### src/rtl/segre_dtlb_refill_pkg.sv
// Shared types and constants for the DTLB refill walker: address geometry, PTE layout, walker states.
package segre_dtlb_refill_pkg;

    localparam int WORD_SIZE          = 32;
    localparam int PHYSICAL_ADDR_SIZE = 20;
    localparam int PAGE_OFFSET_BITS   = 12;
    localparam int PHYS_PAGE_BITS     = PHYSICAL_ADDR_SIZE - PAGE_OFFSET_BITS;
    localparam int VIRT_PAGE_BITS     = WORD_SIZE - PAGE_OFFSET_BITS;

    localparam int PTE_WORDS      = 1024;
    localparam int PTE_BYTES      = 4;
    localparam int VPN_SLICE_BITS = $clog2(PTE_WORDS);
    localparam int PTE_IDX_SHIFT  = $clog2(PTE_BYTES);
    localparam int PTE_PPN_BITS   = 22;

    localparam int PTE_V_BIT = 0;
    localparam int PTE_R_BIT = 1;
    localparam int PTE_W_BIT = 2;
    localparam int PTE_X_BIT = 3;

    typedef struct packed {
        logic [PTE_PPN_BITS-1:0] ppn;
        logic [5:0]              rsvd;
        logic                    x;
        logic                    w;
        logic                    r;
        logic                    v;
    } pte_t;

    typedef enum logic [2:0] {
        PTW_IDLE,
        PTW_L1_REQ,
        PTW_L1_WAIT,
        PTW_L2_REQ,
        PTW_L2_WAIT,
        PTW_RESP,
        PTW_FAULT
    } ptw_state_e;

    // Byte address of entry idx in the table that lives in physical page 'page'; wraps at the address width.
    function automatic logic [PHYSICAL_ADDR_SIZE-1:0] pte_addr(
        input logic [PHYS_PAGE_BITS-1:0] page,
        input logic [VPN_SLICE_BITS-1:0] idx
    );
        logic [PHYSICAL_ADDR_SIZE-1:0] base;
        logic [PHYSICAL_ADDR_SIZE-1:0] offs;
        base = {page, {PAGE_OFFSET_BITS{1'b0}}};
        offs = PHYSICAL_ADDR_SIZE'(idx) << PTE_IDX_SHIFT;
        return base + offs;
    endfunction

endpackage

### src/rtl/segre_dtlb_refill_pte_check.sv
// Combinational PTE decode and walk decision, shared by both table levels.
// L1 leaves (superpages) are accepted only when SEGRE_DTLB_REFILL_SUPERPAGE_EN is defined.
module segre_dtlb_refill_pte_check
    import segre_dtlb_refill_pkg::*;
(
    input  logic [WORD_SIZE-1:0]      pte_word,
    input  logic                      level1,
    input  logic                      is_store,
    input  logic [VPN_SLICE_BITS-1:0] vpn0,
    output logic                      descend,
    output logic                      leaf_ok,
    output logic                      fault,
    output logic [PHYS_PAGE_BITS-1:0] table_page,
    output logic [PHYS_PAGE_BITS-1:0] ppage
);

    pte_t pte;
    logic v, r, w, x;
    logic bad_enc;
    logic leaf;
    logic perm_ok;
    logic ppn_fits;

    assign pte = pte_t'(pte_word);
    assign v   = pte_word[PTE_V_BIT];
    assign r   = pte_word[PTE_R_BIT];
    assign w   = pte_word[PTE_W_BIT];
    assign x   = pte_word[PTE_X_BIT];

    // Write-only encodings are reserved and treated like an invalid entry.
    assign bad_enc  = !v || (w && !r);
    assign leaf     = r || x;
    assign perm_ok  = is_store ? w : r;
    assign ppn_fits = (pte.ppn[PTE_PPN_BITS-1:PHYS_PAGE_BITS] == '0);

    assign table_page = pte.ppn[PHYS_PAGE_BITS-1:0];

`ifdef SEGRE_DTLB_REFILL_SUPERPAGE_EN
    logic [PTE_PPN_BITS-1:0] sp_page;
    logic                    sp_aligned;
    assign sp_page    = {pte.ppn[PTE_PPN_BITS-1:VPN_SLICE_BITS], vpn0};
    assign sp_aligned = (pte.ppn[VPN_SLICE_BITS-1:0] == '0);
`endif

    always_comb begin
        descend = 1'b0;
        leaf_ok = 1'b0;
        ppage   = pte.ppn[PHYS_PAGE_BITS-1:0];
        if (level1) begin
            descend = !bad_enc && !leaf;
`ifdef SEGRE_DTLB_REFILL_SUPERPAGE_EN
            leaf_ok = !bad_enc && leaf && perm_ok && sp_aligned;
            ppage   = sp_page[PHYS_PAGE_BITS-1:0];
`endif
        end else begin
            leaf_ok = !bad_enc && leaf && perm_ok && ppn_fits;
        end
    end

    assign fault = !descend && !leaf_ok;

`ifdef SEGRE_DTLB_REFILL_SUPERPAGE_EN
    logic unused_bits;
    assign unused_bits = ^{pte.rsvd};
`else
    logic unused_bits;
    assign unused_bits = ^{pte.rsvd, vpn0, x};
`endif

endmodule

### src/rtl/segre_dtlb_refill.sv
// Data-TLB refill engine: two-level page-table walk on a miss, one-cycle refill or fault strobe.
// Superpage leaves at level 1 are honoured when SEGRE_DTLB_REFILL_SUPERPAGE_EN is defined.
module segre_dtlb_refill
    import segre_dtlb_refill_pkg::*;
(
    input  logic                          clk_i,
    input  logic                          rst_i,
    input  logic [PHYS_PAGE_BITS-1:0]     ptbr_i,
    input  logic                          miss_valid_i,
    input  logic [WORD_SIZE-1:0]          miss_vaddr_i,
    input  logic                          miss_store_i,
    output logic                          miss_ready_o,
    output logic                          mem_req_o,
    output logic [PHYSICAL_ADDR_SIZE-1:0] mem_addr_o,
    input  logic                          mem_gnt_i,
    input  logic                          mem_rvalid_i,
    input  logic [WORD_SIZE-1:0]          mem_rdata_i,
    output logic                          refill_valid_o,
    output logic [VIRT_PAGE_BITS-1:0]     refill_vpage_o,
    output logic [PHYS_PAGE_BITS-1:0]     refill_ppage_o,
    output logic                          fault_o,
    output logic                          busy_o,
    input  logic                          flush_i
);

    ptw_state_e                    state_reg;
    logic [VIRT_PAGE_BITS-1:0]     vpage_reg;
    logic                          store_reg;
    logic                          abort_reg;
    logic [PHYS_PAGE_BITS-1:0]     ppage_reg;
    logic                          mem_req_reg;
    logic [PHYSICAL_ADDR_SIZE-1:0] mem_addr_reg;
    logic                          refill_valid_reg;
    logic [VIRT_PAGE_BITS-1:0]     refill_vpage_reg;
    logic [PHYS_PAGE_BITS-1:0]     refill_ppage_reg;
    logic                          fault_reg;

    logic                          chk_descend;
    logic                          chk_leaf_ok;
    logic                          chk_fault;
    logic [PHYS_PAGE_BITS-1:0]     chk_table_page;
    logic [PHYS_PAGE_BITS-1:0]     chk_ppage;

    segre_dtlb_refill_pte_check u_pte_check (
        .pte_word   (mem_rdata_i),
        .level1     (state_reg == PTW_L1_WAIT),
        .is_store   (store_reg),
        .vpn0       (vpage_reg[VPN_SLICE_BITS-1:0]),
        .descend    (chk_descend),
        .leaf_ok    (chk_leaf_ok),
        .fault      (chk_fault),
        .table_page (chk_table_page),
        .ppage      (chk_ppage)
    );

    always_ff @(posedge clk_i or posedge rst_i) begin
        if (rst_i) begin
            state_reg        <= PTW_IDLE;
            vpage_reg        <= '0;
            store_reg        <= 1'b0;
            abort_reg        <= 1'b0;
            ppage_reg        <= '0;
            mem_req_reg      <= 1'b0;
            mem_addr_reg     <= '0;
            refill_valid_reg <= 1'b0;
            refill_vpage_reg <= '0;
            refill_ppage_reg <= '0;
            fault_reg        <= 1'b0;
        end else begin
            refill_valid_reg <= 1'b0;
            fault_reg        <= 1'b0;
            unique case (state_reg)
                PTW_IDLE: begin
                    if (miss_valid_i) begin
                        vpage_reg    <= miss_vaddr_i[WORD_SIZE-1:PAGE_OFFSET_BITS];
                        store_reg    <= miss_store_i;
                        abort_reg    <= 1'b0;
                        mem_req_reg  <= 1'b1;
                        mem_addr_reg <= pte_addr(ptbr_i,
                                                 miss_vaddr_i[WORD_SIZE-1 -: VPN_SLICE_BITS]);
                        state_reg    <= PTW_L1_REQ;
                    end
                end
                PTW_L1_REQ, PTW_L2_REQ: begin
                    // A grant wins over a same-cycle flush: the read is in flight and must be drained.
                    if (mem_gnt_i) begin
                        mem_req_reg <= 1'b0;
                        abort_reg   <= flush_i;
                        state_reg   <= (state_reg == PTW_L1_REQ) ? PTW_L1_WAIT : PTW_L2_WAIT;
                    end else if (flush_i) begin
                        mem_req_reg <= 1'b0;
                        state_reg   <= PTW_IDLE;
                    end
                end
                PTW_L1_WAIT, PTW_L2_WAIT: begin
                    if (flush_i) begin
                        abort_reg <= 1'b1;
                    end
                    if (mem_rvalid_i) begin
                        abort_reg <= 1'b0;
                        if (abort_reg || flush_i) begin
                            state_reg <= PTW_IDLE;
                        end else if (chk_descend) begin
                            mem_req_reg  <= 1'b1;
                            mem_addr_reg <= pte_addr(chk_table_page,
                                                     vpage_reg[VPN_SLICE_BITS-1:0]);
                            state_reg    <= PTW_L2_REQ;
                        end else if (chk_leaf_ok) begin
                            ppage_reg <= chk_ppage;
                            state_reg <= PTW_RESP;
                        end else begin
                            state_reg <= PTW_FAULT;
                        end
                    end
                end
                PTW_RESP: begin
                    if (!flush_i) begin
                        refill_valid_reg <= 1'b1;
                        refill_vpage_reg <= vpage_reg;
                        refill_ppage_reg <= ppage_reg;
                    end
                    state_reg <= PTW_IDLE;
                end
                PTW_FAULT: begin
                    if (!flush_i) begin
                        fault_reg        <= 1'b1;
                        refill_vpage_reg <= vpage_reg;
                    end
                    state_reg <= PTW_IDLE;
                end
                default: begin
                    state_reg <= PTW_IDLE;
                end
            endcase
        end
    end

    assign miss_ready_o   = (state_reg == PTW_IDLE);
    assign busy_o         = (state_reg != PTW_IDLE);
    assign mem_req_o      = mem_req_reg;
    assign mem_addr_o     = mem_addr_reg;
    assign refill_valid_o = refill_valid_reg;
    assign refill_vpage_o = refill_vpage_reg;
    assign refill_ppage_o = refill_ppage_reg;
    assign fault_o        = fault_reg;

    logic unused_bits;
    assign unused_bits = ^{miss_vaddr_i[PAGE_OFFSET_BITS-1:0], chk_fault};

endmodule

### config.mk
export PLATFORM = sky130hd
export DESIGN_NAME = segre_dtlb_refill
export DESIGN_NICKNAME = d
export VERILOG_FILES = /design/src/rtl/segre_dtlb_refill_pkg.sv /design/src/rtl/segre_dtlb_refill_pte_check.sv /design/src/rtl/segre_dtlb_refill.sv
export SDC_FILE = /design/constraint.sdc
export NUM_CORES = 1
export LEC_CHECK = 0
export BUFFER_PORTS_ARGS = -buffer_cell sky130_fd_sc_hd__buf_2
export CORE_MARGIN = 5
export CORE_UTILIZATION = 49
export CTS_CLUSTER_SIZE = 28
export DETAILED_ROUTE_END_ITERATION = 16
export PLACE_DENSITY = 0.8
export SLEW_MARGIN = 20
export SYNTH_ARGS = -nofsm -noshare
export SYNTH_HDL_FRONTEND = slang
export SYNTH_SLANG_ARGS = --single-unit
### constraint.sdc
create_clock -name clk_i -period 2.53 [get_ports clk_i]
set_input_delay 0.1265 -clock clk_i [delete_from_list [all_inputs] [get_ports clk_i]]
set_output_delay 0.1265 -clock clk_i [all_outputs]
set_load 0.02 [all_outputs]
==> run_results.csv, run 1 <==
group,metric,value,unit
routing,avgRoutedWirePerCell,15.48,um
routing,firstDrtPassIters,4,
logic_synthesis,ys_ff_latch,82,
clock_tree,clkLatencyLatePin,0.33,ns
logic_synthesis,synth_warnings,0,
routing,num_vias,2510,
power,power_density,1216,nW/um^2
final_layout,final_layout_size_suffix_gt1_frac,0.5038,
routing,finalWirelength,7679,um
grt,antenna_found_initial,0,
final_layout,fin_area,4459,sq um
sta,finalSetupViolCount,0,
placed_design,routabilityCongestion,0.9200,
critical_path,end_kind,"flip-flop",
sta,min_period,2.360,ns
hold_path,hold_class,"in2reg",
clock_tree,root_buffer,"clkbuf_8",
critical_path,crit_path_start_kind,"flip-flop",
floorplan,io_pins,132,
logic_synthesis,async_reset_ff_frac,1.000,
logic_synthesis,synth-edff-count,0,
final_layout,n_antenna_cell,0,
placed_design,dpl.cell_count,478,
floorplan,core,7137,sq um
placed_design,pre_cts_ws,0.2248,ns
sta,hold_violations,0,
routing,avgViaCountPerCell,5.060,
sta,setup_ws,0.1697,ns
final_layout,stdcell_count,496,
floorplan,die_w,94.92,um
sta,finalCritPeriodShare,0.9329,
routing,remaining_drc_errors,0,
final_layout,layout.nets,471,
critical_path,cp.arrival,2.57,ns
sta,setup_tns,0,ns
floorplan,die-area,9009,sq um
sta,skew,0.009339,ns
logic_synthesis,synth_area,3533,sq um
power,max-vdd-ir-drop,0.0007562,V
clock_tree,clk_pin_slew_worst_paths,0.08,ns
sta,drv_slew,0,
grt,grt_max_degree,45,
routing,drt_iter0_markers,51,
power,p_leak,0.002182,uW
critical_path,crit_family,"flip-flops",
placed_design,hpwl,5714,um
outcome,status,"finished, final reports clean",
clock_tree,cts_tree,"built",
critical_path,slowest_delay,0.64,ns
clock_tree,h-tree-depth,3,
critical_path,path_cells,"mux2_2 -> a211oi_1 -> nor4_4 -> buf_4 -> nor2_1 -> a21oi_1",
grt,grt_overflow,0,
sta,rsz0062_at_grt,"no",
grt,grt_first_pass_wirelength,12340,um
sta,tightestPinTransition,0.7863,ns
placed_design,dpl_cell_area,4219,sq um
grt,grt_pass1_vias,2607,
logic_synthesis,ys_types,41,
logic_synthesis,avgSynthCellArea,12.94,sq um
placed_design,portBuffers,111,
floorplan,initial_utilization,0.4951,
final_layout,syn2layout_area_growth,26.20,%
critical_path,crit_buf_inv,1,
routing,ant_nets,0,
clock_tree,cts_buffer_depth,2,
grt,grt_usage,0.1775,
sta,slew_headroom,0.4719,
clock_tree,numClockSinks,82,
critical_path,crit_slowest_cell,"dfrtp_1",
logic_synthesis,synth_cells,273,
critical_path,worstSetupPathType,"reg2reg",
flow_run,drv_cap,0,
clock_tree,cts_buffers,9,
floorplan,rows,31,
critical_path,crit_fanout,14,
critical_path,critPathRequiredTime,2.74,ns
logic_synthesis,ys.flop_type,"dfrtp_1",
logic_synthesis,ys_seq_area_frac,0.5807,
sta,max_freq,423.7,MHz
floorplan,die_h,94.92,um
clock_tree,post_cts_resized,0,
-- logic make-up (layout without fill, tap and decap cells) --
group / count (synthesis) / after routing / synth area share
other cells: 1 / 2 / 0.001061
mux: 75 / 75 / 0.2326
xor+xnor: 1 / 1 / 0.002479
fa+ha+maj: 1 / 1 / 0.002833
compound gates: 39 / 39 / 0.06870
buf+inv: 23 / 146 / 0.03718
simple gates: 51 / 51 / 0.07436
flops: 82 / 82 / 0.5807
-- metal layers --
layer  share of wire  track usage  vias up
met2            0.51       0.3071       92
met4          0.0066      0.04808        0
met1            0.40       0.2099     1213
met5               0            0        -
li1                -            -     1199
met3           0.088      0.06135        6
-- power by group --
group          switching (uW)  internal (uW)
clock network             436            584
logic                    1270           1010
registers                 319           1800
total                    2030           3400
-- synth_stat cells, drive strengths merged (2+ instances only) --
| cell | number | area share |
|---|---|---|
| nor2b | 2 | 0.0035 |
| buf | 17 | 0.031 |
| o21a | 2 | 0.0042 |
| nor4b | 2 | 0.0050 |
| a31oi | 2 | 0.0035 |
| mux2i | 18 | 0.051 |
| nor3 | 3 | 0.0057 |
| nand2b | 2 | 0.0035 |
| mux2 | 57 | 0.18 |
| a21oi | 23 | 0.033 |
| inv | 5 | 0.0053 |
| nor4 | 4 | 0.011 |
| nor2 | 28 | 0.030 |
| and3 | 2 | 0.0035 |
| nand2 | 4 | 0.0042 |
| dfrtp | 82 | 0.58 |
-- layout by cell type (no fill, tap or decap), types with 2 or more instances in the layout --
cell | synthesis | layout
clkbuf_1 | 1 | 2
nor3_1 | 2 | 2
a31oi_1 | 2 | 2
nor2_1 | 28 | 27
and3_1 | 2 | 2
nand2_1 | 4 | 4
nand2b_1 | 2 | 2
dfrtp_1 | 82 | 82
buf_4 | 5 | 11
dlygate4sd3_1 | 0 | 2
mux2i_1 | 18 | 18
nor4_1 | 3 | 3
o21a_1 | 2 | 2
nor4b_1 | 2 | 2
inv_1 | 5 | 4
a21oi_1 | 23 | 23
conb_1 | 1 | 2
mux2_2 | 57 | 57
clkinvlp_4 | 0 | 2
clkbuf_8 | 0 | 10
bufinv_16 | 0 | 2
buf_2 | 9 | 111
-- cell type report --
class                      instances  area [sq um]
clock buffer                      12         145.1
clock inverter                     4         75.07
sequential                        82          2052
inverter                           5         20.02
fill                             620          2678
timing repair buffer             125         678.2
multi-input combinational        169          1365
tap                               99         123.9
-- path summary, 6_finish.rpt --
path,startpoint,to,slack [ns],depth (start not counted)
worst max-delay path,state_reg[2],mem_addr_o[18],0.17,6
worst min register to register,refill_ppage_o[4],refill_ppage_o[4],0.51,1
worst min-delay path,miss_vaddr_i[13],vpage_reg[1],0.02,2
min in group asynchronous,rst_i,refill_vpage_o[17],0.45,3
max in group asynchronous,rst_i,mem_addr_o[12],1.41,4
worst max register to register,state_reg[2],mem_addr_o[18],0.17,6
-- worst register-to-register path, cell delays in order, from the launching register on --
cell,delay (ns)
dfrtp_1,0.64
mux2_2,0.41
a211oi_1,0.59
nor4_4,0.21
buf_4,0.24
nor2_1,0.11
a21oi_1,0.05
-- stage by stage --
| step | utilization | hold slack [ns] | power, uW |
|---|---|---|---|
| CTS | 0.6248 | 0.006795 | 5490 |
| floorplan | - | 0.2091 | 3751 |
| global placement | 0.5912 | 0.2691 | 4355 |
| detailed placement | 0.5912 | 0.2710 | 4455 |
| global route | 0.6248 | 0.008962 | 5798 |
| finish | 0.6248 | 0.02387 | 5422 |
-- what timing repair did --
item	in CTS	in global routing
hold endpoints to repair	44	0
hold buffers	2	0
setup buffers	0	0
Note: power is estimated with default switching activity, not from simulation.
==> run 2, diff against run 1 <==
SETUP_SLACK_MARGIN = 0.2   (was unset)
==> run_results.csv, run 2 (same netlist as run 1, synthesis figures left out) <==
group,metric,value,unit
routing,num_vias,2526,
routing,remaining_drc_errors,0,
critical_path,startpoint,"state_reg[2]",
floorplan,die-area,9009,sq um
outcome,status,"finished, final reports clean",
flow_run,drv_cap,0,
grt,grt_first_pass_wirelength,12380,um
critical_path,cp.arrival,2.34,ns
sta,max_freq,469.8,MHz
routing,finalWirelength,7693,um
grt,grt_overflow,0,
final_layout,syn2layout_area_growth,27.05,%
routing,firstDrtPassIters,4,
clock_tree,cts_buffers,9,
sta,tightestPinTransition,0.7593,ns
sta,finalCritPeriodShare,0.8413,
sta,setup_tns,0,ns
hold_path,hold_class,"in2reg",
sta,setup_ws,0.4016,ns
sta,hold_violations,0,
placed_design,dpl_cell_area,4219,sq um
sta,skew,0.009477,ns
critical_path,end_kind,"flip-flop",
power,max-vdd-ir-drop,0.0007592,V
sta,drv_slew,0,
sta,rsz0062_at_grt,"no",
final_layout,fin_area,4489,sq um
sta,min_period,2.128,ns
routing,avgViaCountPerCell,5.062,
clock_tree,numClockSinks,82,
floorplan,core,7137,sq um
placed_design,routabilityCongestion,0.9200,
power,p_leak,0.002196,uW
routing,avgRoutedWirePerCell,15.42,um
critical_path,timing.rr.start,"state_reg[2]",
critical_path,crit_path_start_kind,"flip-flop",
routing,ant_nets,0,
placed_design,portBuffers,111,
critical_path,worstSetupPathType,"reg2reg",
floorplan,die_h,94.92,um
placed_design,hpwl,5714,um
floorplan,initial_utilization,0.4951,
placed_design,pre_cts_ws,0.2248,ns
final_layout,layout_commonest_cell,"buf_2",
routing,drt_iter0_markers,51,
critical_path,crit_fanout,12,
sta,slew_headroom,0.4932,
grt,grt_max_degree,45,
final_layout,layout.nets,474,
grt,grt_pass1_vias,2616,
clock_tree,root_buffer,"clkbuf_8",
clock_tree,clkLatencyLatePin,0.33,ns
grt,antenna_found_initial,0,
power,power_density,1222,nW/um^2
hold_path,worstHoldStart,"miss_vaddr_i[13]",
final_layout,final_layout_size_suffix_gt1_frac,0.5150,
floorplan,io_pins,132,
grt,grt_usage,0.1780,
clock_tree,cts_tree,"built",
final_layout,n_antenna_cell,0,
floorplan,die_w,94.92,um
clock_tree,cts_buffer_depth,2,
sta,finalSetupViolCount,0,
floorplan,rows,31,
clock_tree,clk_pin_slew_worst_paths,0.08,ns
clock_tree,h-tree-depth,3,
critical_path,critPathRequiredTime,2.74,ns
final_layout,final_cell_mix,"buf_2, dfrtp_1, mux2_2, nor2_1, a21oi_1",
[run 2: final timing paths]
path                       cells after the start                 end  slack, ns
max reg2reg                                    6        ppage_reg[1]       0.40
max in group asynchronous                      4      mem_addr_o[12]       1.41
max                                            6        ppage_reg[1]       0.40
min in group asynchronous                      3  refill_vpage_o[17]       0.45
min                                            2        vpage_reg[1]       0.02
min reg2reg                                    1   refill_ppage_o[4]       0.50
[run 2: layout make-up]
| type | instances | area, sq um |
|---|---|---|
| Clock buffer | 12 | 145.1 |
| Clock inverter | 4 | 75.07 |
| Fill cell | 619 | 2648 |
| Inverter | 5 | 20.02 |
| Multi-Input combinational cell | 169 | 1370 |
| Sequential cell | 82 | 2054 |
| Tap cell | 99 | 123.9 |
| Timing Repair Buffer | 128 | 700.7 |
[run 2: through the flow]
step                      cells  utilization  hold slack, ns  power (uW)
after floorplan             274            -          0.2091        3751
after global placement      478       0.5912          0.2691        4355
after detailed placement    478       0.5912          0.2710        4455
after CTS                   496       0.6255        0.006795        5497
after global routing        499       0.6290        0.008962        5858
final                       499       0.6290         0.02379        5484
[run 2: repair_timing]
| action | CTS | global route |
|---|---|---|
| endpoints found under the setup margin | 1 | 20 |
| endpoints found under the hold margin | 44 | 0 |
| setup buffers | 0 | 3 |
| hold buffers | 2 | 0 |
| pin swaps | 0 | 1 |
| resized for setup | 1 | 2 |
[run 2: where the power goes]
group / internal, uW / leakage, uW / total (uW) / switching (uW)
registers: 1800 / 0.00102 / 2120 / 318
logic: 1060 / 0.00108 / 2340 / 1290
clock network: 584 / 0.000103 / 1020 / 436
[run 2: worst max-delay path, cell delays in order, from the launching register on]
cell,delay [ns]
dfrtp_2,0.52
nor2_1,0.10
a2111o_1,0.43
nor3_2,0.25
and3_1,0.18
buf_4,0.18
mux2_2,0.35
[run 2: metal layers]
layer,GRT usage,vias up,part of all wire
li1,-,1204,-
met1,0.2109,1216,0.40
met2,0.3083,97,0.51
met3,0.06056,9,0.090
met4,0.04808,0,0.0081
met5,0,-,0
